$ cat config.mk
export PLATFORM = sky130hd
export DESIGN_NAME = pair_unpacker
export DESIGN_NICKNAME = d
export VERILOG_FILES = /design/src/rtl/pair_pkg.sv /design/src/rtl/pair_unpacker.sv
export SDC_FILE = /design/constraint.sdc
export NUM_CORES = 1
export LEC_CHECK = 0
export CORE_MARGIN = 4
export CORE_UTILIZATION = 50
export CTS_BUF_LIST = sky130_fd_sc_hd__clkbuf_4 sky130_fd_sc_hd__clkbuf_8
export CTS_CLUSTER_DIAMETER = 100
export CTS_CLUSTER_SIZE = 14
export DETAILED_ROUTE_END_ITERATION = 7
export PLACE_DENSITY = 0.84
export RECOVER_POWER = 100
export SYNTH_ARGS = -nofsm -noshare
export SYNTH_HDL_FRONTEND = slang
export SYNTH_SLANG_ARGS = --single-unit
$ cat constraint.sdc
create_clock -name clk -period 2.66 [get_ports clk]
set_input_delay 0.798 -clock clk [delete_from_list [all_inputs] [get_ports clk]]
set_output_delay 0.798 -clock clk [all_outputs]
set_load 0.01 [all_outputs]
$ cat src/rtl/pair_pkg.sv
// Shared types for the pair word <-> byte stream path: pair_t layout, unpacker states,
// and the byte-wide checksum helper used when the sum byte is enabled.
package pair_pkg;

    localparam int BYTE_W_DEF = 8;

    // .low occupies the MSBs of the packed word, .high the LSBs.
    typedef struct packed {
        logic [BYTE_W_DEF-1:0] low;
        logic [BYTE_W_DEF-1:0] high;
    } pair_t;

    typedef enum logic [1:0] {
        IDLE,
        EMIT0,
        EMIT1,
        EMITSUM
    } unpack_state_e;

    function automatic logic [BYTE_W_DEF-1:0] pair_sum(input pair_t p);
        return p.low + p.high;
    endfunction

endpackage

$ cat src/rtl/pair_unpacker.sv
// Serializes one 2*BYTE_W pair word into bytes, out_last on the final byte; PAIR_UNPACK_SUM_EN adds a sum byte.
// Latency: word accepted at edge N, first byte valid in cycle N+1; 1 word / 2 cycles (3 with sum byte).
// Backpressure: out_ready low holds the current byte; in_ready only rises in IDLE or on the last byte's handshake.
module pair_unpacker
    import pair_pkg::*;
#(
    parameter int BYTE_W    = BYTE_W_DEF,
    parameter int CNT_W     = 16,
    parameter bit LOW_FIRST = 1'b1
) (
    input  logic                clk,
    input  logic                rst_n,
    input  logic                in_valid,
    output logic                in_ready,
    input  logic [2*BYTE_W-1:0] in_pair,
    output logic                out_valid,
    input  logic                out_ready,
    output logic [BYTE_W-1:0]   out_byte,
    output logic                out_last,
    output logic                busy,
    output logic [CNT_W-1:0]    word_count
);

    localparam int WORD_W = 2 * BYTE_W;

    unpack_state_e       state_q, state_d;
    logic [WORD_W-1:0]   word_q, word_d;
    logic [CNT_W-1:0]    cnt_q, cnt_d;
    logic [BYTE_W-1:0]   first_byte, second_byte;
    logic                last_state;
    logic                in_hs, out_hs;

    assign first_byte  = LOW_FIRST ? word_q[WORD_W-1:BYTE_W] : word_q[BYTE_W-1:0];
    assign second_byte = LOW_FIRST ? word_q[BYTE_W-1:0]      : word_q[WORD_W-1:BYTE_W];

`ifdef PAIR_UNPACK_SUM_EN
    logic [BYTE_W-1:0] sum_byte;
    assign sum_byte   = word_q[WORD_W-1:BYTE_W] + word_q[BYTE_W-1:0];
    assign last_state = (state_q == EMITSUM);
`else
    assign last_state = (state_q == EMIT1);
`endif

    // Depends on out_ready only, so a producer waiting on in_ready cannot form a loop.
    assign in_ready  = (state_q == IDLE) | (last_state & out_ready);
    assign out_valid = (state_q != IDLE);
    assign busy      = (state_q != IDLE);
    assign in_hs     = in_valid & in_ready;
    assign out_hs    = out_valid & out_ready;
    assign word_count = cnt_q;

    always_comb begin
        out_byte = '0;
        out_last = 1'b0;
        case (state_q)
            EMIT0: out_byte = first_byte;
            EMIT1: begin
                out_byte = second_byte;
`ifndef PAIR_UNPACK_SUM_EN
                out_last = 1'b1;
`endif
            end
`ifdef PAIR_UNPACK_SUM_EN
            EMITSUM: begin
                out_byte = sum_byte;
                out_last = 1'b1;
            end
`endif
            default: begin
                out_byte = '0;
                out_last = 1'b0;
            end
        endcase
    end

    always_comb begin
        state_d = state_q;
        word_d  = word_q;
        cnt_d   = cnt_q;
        if (in_hs) begin
            word_d = in_pair;
        end
        if (out_hs & out_last) begin
            cnt_d = cnt_q + {{(CNT_W-1){1'b0}}, 1'b1};
        end
        case (state_q)
            IDLE:    if (in_valid)  state_d = EMIT0;
            EMIT0:   if (out_ready) state_d = EMIT1;
`ifdef PAIR_UNPACK_SUM_EN
            EMIT1:   if (out_ready) state_d = EMITSUM;
            EMITSUM: if (out_ready) state_d = in_valid ? EMIT0 : IDLE;
`else
            EMIT1:   if (out_ready) state_d = in_valid ? EMIT0 : IDLE;
`endif
            default: state_d = IDLE;
        endcase
    end

    always_ff @(posedge clk or negedge rst_n) begin
        if (!rst_n) begin
            state_q <= IDLE;
            word_q  <= '0;
            cnt_q   <= '0;
        end else begin
            state_q <= state_d;
            word_q  <= word_d;
            cnt_q   <= cnt_d;
        end
    end

endmodule

==> results of run 1 <==
per-layer routing:
layer,up-vias,track usage,wire [um]
met5,-,0,0
met4,0,0.0803,81
met3,10,0.0684,228
met2,45,0.319,1800
met1,602,0.231,1560
li1,573,-,-
power groups by stage:
| stage | clock network, uW | logic (uW) | registers (uW) |
|---|---|---|---|
| floorplan | 0 | 567 | 780 |
| global placement | 0 | 895 | 780 |
| detailed placement | 0 | 924 | 802 |
| CTS | 318 | 1020 | 785 |
| global route | 339 | 1080 | 805 |
| finish | 310 | 983 | 786 |
area by class of cell:
type | count | area [um^2] | share of cell area
clock inverters | 2 | 12.5 | 0.00552
well taps | 44 | 55.1 | 0.0243
clock buffers | 6 | 51.3 | 0.0226
repair buffers | 58 | 529 | 0.233
multi-input cells | 87 | 753 | 0.332
flip-flops and latches | 34 | 852 | 0.376
inverters | 4 | 15.0 | 0.00662
stage by stage:
step	TNS [ps]	worst slack (ps)	instances
2_1_floorplan	0	712	129
3_3_place_gp	-67.4	-67.4	220
3_5_place_dp	-83.0	-83.0	220
4_1_cts	0	2.57	232
5_1_grt	0	1.26	235
6_report	0	66.8	235
flip-flops by register name (all words and copies together) (netlist names):
register	flops
word_count	16
word_q	16
state_q	2
logic make-up (layout without fill, tap and decap cells):
group,count (synthesis),in the layout
buf+inv,8,70
flops,34,34
mux,18,18
compound gates,11,11
fa+ha+maj,7,7
simple gates,36,36
xor+xnor,15,15
layout by cell type (no fill, tap or decap):
master	Yosys	final
dfrtp_2	0	1
o31ai_1	1	1
clkbuf_4	0	6
nor4_4	1	1
nand3_1	4	4
clkinvlp_4	0	1
ha_2	0	1
inv_1	4	2
nand4_1	2	2
clkbuf_2	0	2
nand4b_1	1	1
buf_4	1	7
nor2_1	2	2
dlymetal6s2s_1	0	1
xor2_1	4	4
dfrtp_1	34	33
a21oi_1	1	1
nor2b_1	8	8
ha_1	7	3
and3_1	1	1
a22oi_1	8	8
nand2_1	9	10
nand3b_1	0	1
and4_1	3	3
dlygate4sd2_1	0	4
clkdlybuf4s25_1	0	1
ha_4	0	3
xnor2_1	11	11
clkinv_2	0	1
clkbuf_1	0	3
o22ai_1	1	1
nor3_1	2	3
mux2_2	18	18
inv_2	0	2
clkbuf_8	0	1
clkdlybuf4s50_1	0	19
dlygate4sd3_1	0	20
worst max-delay path, cell delays in order (launching register included):
cell and delay [ps]:
dfrtp_2 430, buf_4 140, ha_4 170, a22oi_1 170, nor2b_1 60, clkdlybuf4s50_1 470
how the worst max path moves through the flow:
stage	start	slack, ps	endpoint
after floorplan	state_q[0]$_DFFE_PN0P_	710	out_byte[0]
after global placement	out_ready	-70	in_ready
after detailed placement	out_ready	-80	in_ready
after CTS	state_q[0]$_DFFE_PN0P_	3	out_byte[7]
after global routing	state_q[0]$_DFFE_PN0P_	1	out_byte[6]
final	state_q[1]$_DFFE_PN0P_	70	out_byte[2]
what timing repair did:
item	4_1_cts	5_1_grt
setup buffers	4	3
endpoints found under the setup margin	10	5
gates resized for setup	14	5
pin swaps	0	2
==> impl_results.md, run 1 <==
* Number of global-route vias before repair at 1288
* Share of cells above drive strength 1 at 0.230
* Synth top area cells: dfrtp_1, mux2_2, xnor2_1, ha_1, a22oi_1
* Post-Synth Adder-Cell Area at 0.0536
* Sequential share of the synthesized area at 0.521
* Clock sink count at 34
* Hold endpoint: word_count[15]$_DFFE_PN0P_
* Worst hold path stage count at 1
* Nets at 217
* Type of origin of the critical path: register
* Avg Inst Size Synth at 12.7 um^2
* DRC Markers at 0
* Comb pwr share at 0.473
* Net switching power at 716 uW
* PD cells at 916 nW/um^2
* Worst rel slew slack at 0.451
* Core ar. at 3080 um^2
* Initial Util at 0.531
* CTS tree: built
* Port Buffers at 47
* Synth Area in Simple Gates at 0.142
* Compound-Gate Fraction of Synth Area at 0.0482
* Drt wl/cell at 15.6 um
* Global-route wire length before repair at 6.25 mm
* Mux cell area share after synthesis at 0.124
* Largest area contributor in the netlist: dfrtp_1
* Clk root buf: clkbuf_4
* Critical path fanouts, max at 6
* R2R cell count at 7
* Flops & latches, synth at 34
* Commonest cells in the netlist: dfrtp_1, mux2_2, xnor2_1
* Die area at 4250 um^2
* Critical R2R Launch: state_q[1]$_DFFE_PN0P_
* Primary FF master, synth: dfrtp_1
* Power Total at 2080 uW
* Die width at 65.2 um
* Tot GR Track Use at 0.194
* Grt total ovfl at 0
* Max Buffers Root-to-Sink at 2
* Num CTS Buffers at 5
* Initial antenna violation count at 0
* Worst Path Required at 1860 ps
* Post-CTS Hold Fix Bufs at 0
* Status: complete, no violations
* Ys async rst share at 1.00
* Syn Nets at 156
* Sequential power share at 0.378
* FF-to-FF setup slack at 650 ps
* Hold Slack at 483 ps
* Dpl hpwl at 2.52 mm
* Setup Crit Path Kind: reg2out
* CP Capture Type: output port
* Synthesized area at 1630 um^2
* Worst min-delay path class: reg2reg
* FF-to-FF End: word_q[11]$_DFFE_PN0P_
* Worst-margin pin slew at 823 ps
* Pin count of the biggest net entering global routing at 35
* Diode count at 0
* # Max-Cap Violations at 0
* Mapped Cells at 129
* I/O pin count at 48
* Crit path DAT at 1800 ps
* Leakage at 0.00105 uW
* Number of synthesized flops with an enable pin at 0
* Router iterations before antenna repair at 4
* Peak VDD IR at 0.000619 V
* GPL Wtd Cong at 0.757
* Routed WL at 3.66 mm
* Pint at 1360 uW
* Slew Viols, Final at 0
* Row count at 20
* Period utilisation layout at 0.975
* Via Count at 1230
* Setup Skew at 8.02 ps
* Post-DRT Antenna Nets at 0
* Setup violators final at 0
* Via/cell ratio at 5.23
* Reg clk slew, reported paths at 100 ps
* RSZ-0062 raised after global routing: false
* Initial DRC Count at 68
* Die H at 65.2 um
* Synth Warn # at 0
* Synth unique cells at 26
* Clk Latency, worst-skew pair at 350 ps
* Area growth from synthesis to layout at 38.8%
* Clock network power share at 0.149
* Final hold vios at 0
* Finished Cell Area at 2270 um^2
* Largest family of logic cells by synthesized area: simple AND/OR/NAND/NOR gates
* Hold Startpoint: word_count[15]$_DFFE_PN0P_
* XOR/XNOR Fraction of Synth Area at 0.0804
* Post-layout minimum cycle time at 2590 ps
* Synth top area share at 0.521
* Net Sw Frac at 0.344
* Core Util, Final at 0.737
* Top-count cell post-synth: dfrtp_1
* Htree depth at 2
* Final-layout fill cell count at 212
* Area after DPL at 2150 um^2
* FMAX at 386 MHz
No activity file was read; power rests on OpenSTA's default activity.
==> run 2, diff against run 1 <==
CORE_MARGIN = unset   (was 4)
==> impl_results.md, run 2 (synthesized netlist as in run 1, its figures left out) <==
* Status: complete, no violations
* Worst Path Required at 2890 ps (+1030 ps)
* Port Buffers at 47 (unchanged)
* Area growth from synthesis to layout at 39.4%
* Grt total ovfl at 0 (unchanged)
* Post-layout minimum cycle time at 2610 ps (+14.8 ps)
* Die H at 59.2 um (-9.2%)
* R2R cell count at 7 (unchanged)
* Crit path buf inv count at 2 (unchanged)
* Reg clk slew, reported paths at 100 ps (about the same)
* Via/cell ratio at 5.16 (-1.3%)
* # Max-Cap Violations at 0 (unchanged)
* Critical path fanouts, max at 5 (-1)
* Post-CTS Hold Fix Bufs at 0 (unchanged)
* Setup violators final at 0 (unchanged)
* Setup Skew at 3.74 ps (-4.28 ps)
* FMAX at 383 MHz (-0.57%)
* Htree depth at 2 (unchanged)
* Initial DRC Count at 36 (-47%)
* Nets at 220 (+1.4%)
* PD cells at 927 nW/um^2 (+1.1%)
* Worst rel slew slack at 0.447 (-0.00373)
* Row count at 20 (unchanged)
* Clk Latency, worst-skew pair at 340 ps (about the same)
* Power Total at 2110 uW (+1.5%)
* Final WS setup at 52.0 ps (-14.8 ps)
* DRC Markers at 0 (unchanged)
* CTS tree: built
* Critical R2R Launch: state_q[1]$_DFFE_PN0P_
* Finished Cell Area at 2280 um^2 (+0.39%)
* Drt wl/cell at 15.2 um (-2.2%)
* Final hold vios at 0 (unchanged)
* Dpl hpwl at 2.43 mm (-3.8%)
* RSZ-0062 raised after global routing: false
* Share of cells above drive strength 1 at 0.237 (+0.00675)
* Post-DRT Antenna Nets at 0 (unchanged)
* Most frequent cells in the layout: dfrtp_1, dlygate4sd3_1, clkdlybuf4s50_1, mux2_2, xnor2_1
* Num CTS Buffers at 5 (unchanged)
* Setup Crit Path Kind: in2reg
* Non-Filler Instances at 238 (+1.3%)
* Initial antenna violation count at 0 (unchanged)
* Most common cell after layout, fill and taps aside: dfrtp_1
* Number of global-route vias before repair at 1257 (-2.4%)
* Worst path cell trace: dlygate4sd3_1 -> clkbuf_1 -> nand3b_1 -> nor4_1 -> nand4_1 -> xnor2_1
* Pin count of the biggest net entering global routing at 35 (unchanged)
* Hold endpoint: word_count[15]$_DFFE_PN0P_
* Clk root buf: clkbuf_4
* Die width at 59.2 um (-9.2%)
* Via Count at 1229 (-0.081%)
* GPL Wtd Cong at 0.783 (+3.4%)
* Final-layout fill cell count at 226 (+6.6%)
* Die area at 3500 um^2 (-18%)
* Top delay family on crit path: simple AND/OR/NAND/NOR gates
* Critical-path top delay cell: nor4_1
* FF-to-FF End: word_count[13]$_DFFE_PN0P_
* Period utilisation layout at 0.980 (+0.00558)
* Leakage at 0.00105 uW (+0.12%)
* FF-to-FF setup slack at 360 ps (-290 ps)
* Crit path DAT at 2840 ps (+1040 ps)
* Core ar. at 3080 um^2 (unchanged)
* Global-route wire length before repair at 5.85 mm (-6.4%)
* Worst min-delay path class: reg2reg
* WP depth at 6 (+1)
* Clock sink count at 34 (unchanged)
* Worst-margin pin slew at 829 ps (+5.59 ps)
* I/O pin count at 48 (unchanged)
* Diode count at 0 (unchanged)
* Hold Startpoint: word_count[15]$_DFFE_PN0P_
* Type of origin of the critical path: input port
* Placed cells at 220 (unchanged)
* Slew Viols, Final at 0 (unchanged)
* Peak VDD IR at 0.000598 V (-3.4%)
* Area after DPL at 2150 um^2 (unchanged)
* Routed WL at 3.63 mm (-0.98%)
* Tot GR Track Use at 0.237 (+0.0428)
* Worst hold path stage count at 1 (unchanged)
* Router iterations before antenna repair at 5 (+1)
* Worst slack at placement at -140 ps (-57.5 ps)
* Largest stage delay, worst path at 740 ps (+270 ps)
* Max Buffers Root-to-Sink at 2 (unchanged)
* Initial Util at 0.531 (unchanged)
* CP Capture Type: register
[run 2: worst max path at each step]
stage / start / to / slack (ps)
2_1_floorplan: state_q[0]$_DFFE_PN0P_ / out_byte[0] / 710
3_3_place_gp: out_ready / in_ready / -70
3_5_place_dp: out_ready / in_ready / -140
4_1_cts: state_q[0]$_DFFE_PN0P_ / out_byte[1] / 9
5_1_grt: state_q[1]$_DFFE_PN0P_ / out_byte[7] / 9
6_report: out_ready / word_count[13]$_DFFE_PN0P_ / 50
[run 2: per-layer routing]
metal  vias up  GRT usage  routed length, um
met4         0     0.0884                 67
met3        10     0.0808                226
li1        582          -                  -
met2        49      0.406               1800
met1       588      0.274               1540
met5         -          0                  0
[run 2: cell type report]
class / instances / area (um^2) / area share
multi-input combinational: 87 / 743 / 0.326
sequential: 34 / 853 / 0.375
timing repair buffer: 61 / 547 / 0.240
clock buffer: 6 / 51.3 / 0.0225
tap: 44 / 55.1 / 0.0242
clock inverter: 2 / 12.5 / 0.00549
inverter: 4 / 15.0 / 0.00659
[run 2: worst register-to-register path, cell delays in order, from the launching register on]
cell and delay, ps:
dfrtp_2 400, clkbuf_1 160, ha_4 180, buf_4 120, nand3b_1 180, nor4_1 740, nand4_1 230, xnor2_1 180
[run 2: stage by stage]
stage | hold WS [ps] | TNS [ps] | util
final | 485 | 0 | 0.740
after global routing | 516 | 0 | 0.740
after CTS | 495 | 0 | 0.742
after detailed placement | 477 | -140 | 0.700
after global placement | 465 | -66.9 | 0.700
after floorplan | 480 | 0 | -
[run 2: where the power goes]
part | switching, uW | total [uW] | internal [uW]
combinational | 445 | 1020 | 571
sequential | 109 | 791 | 682
clock | 177 | 304 | 127
[run 2: repair_timing]
| item | CTS | global route |
|---|---|---|
| gates resized for setup | 16 | 5 |
| buffers inserted | 4 | 6 |
| pin swaps | 1 | 2 |
| endpoints found under the setup margin | 10 | 4 |
==> run 3, diff against run 2 <==
CORE_MARGIN = 1   (was unset)
==> results of run 3 <==
No change in the layout: final DEF, timing and power equal those of run 2.
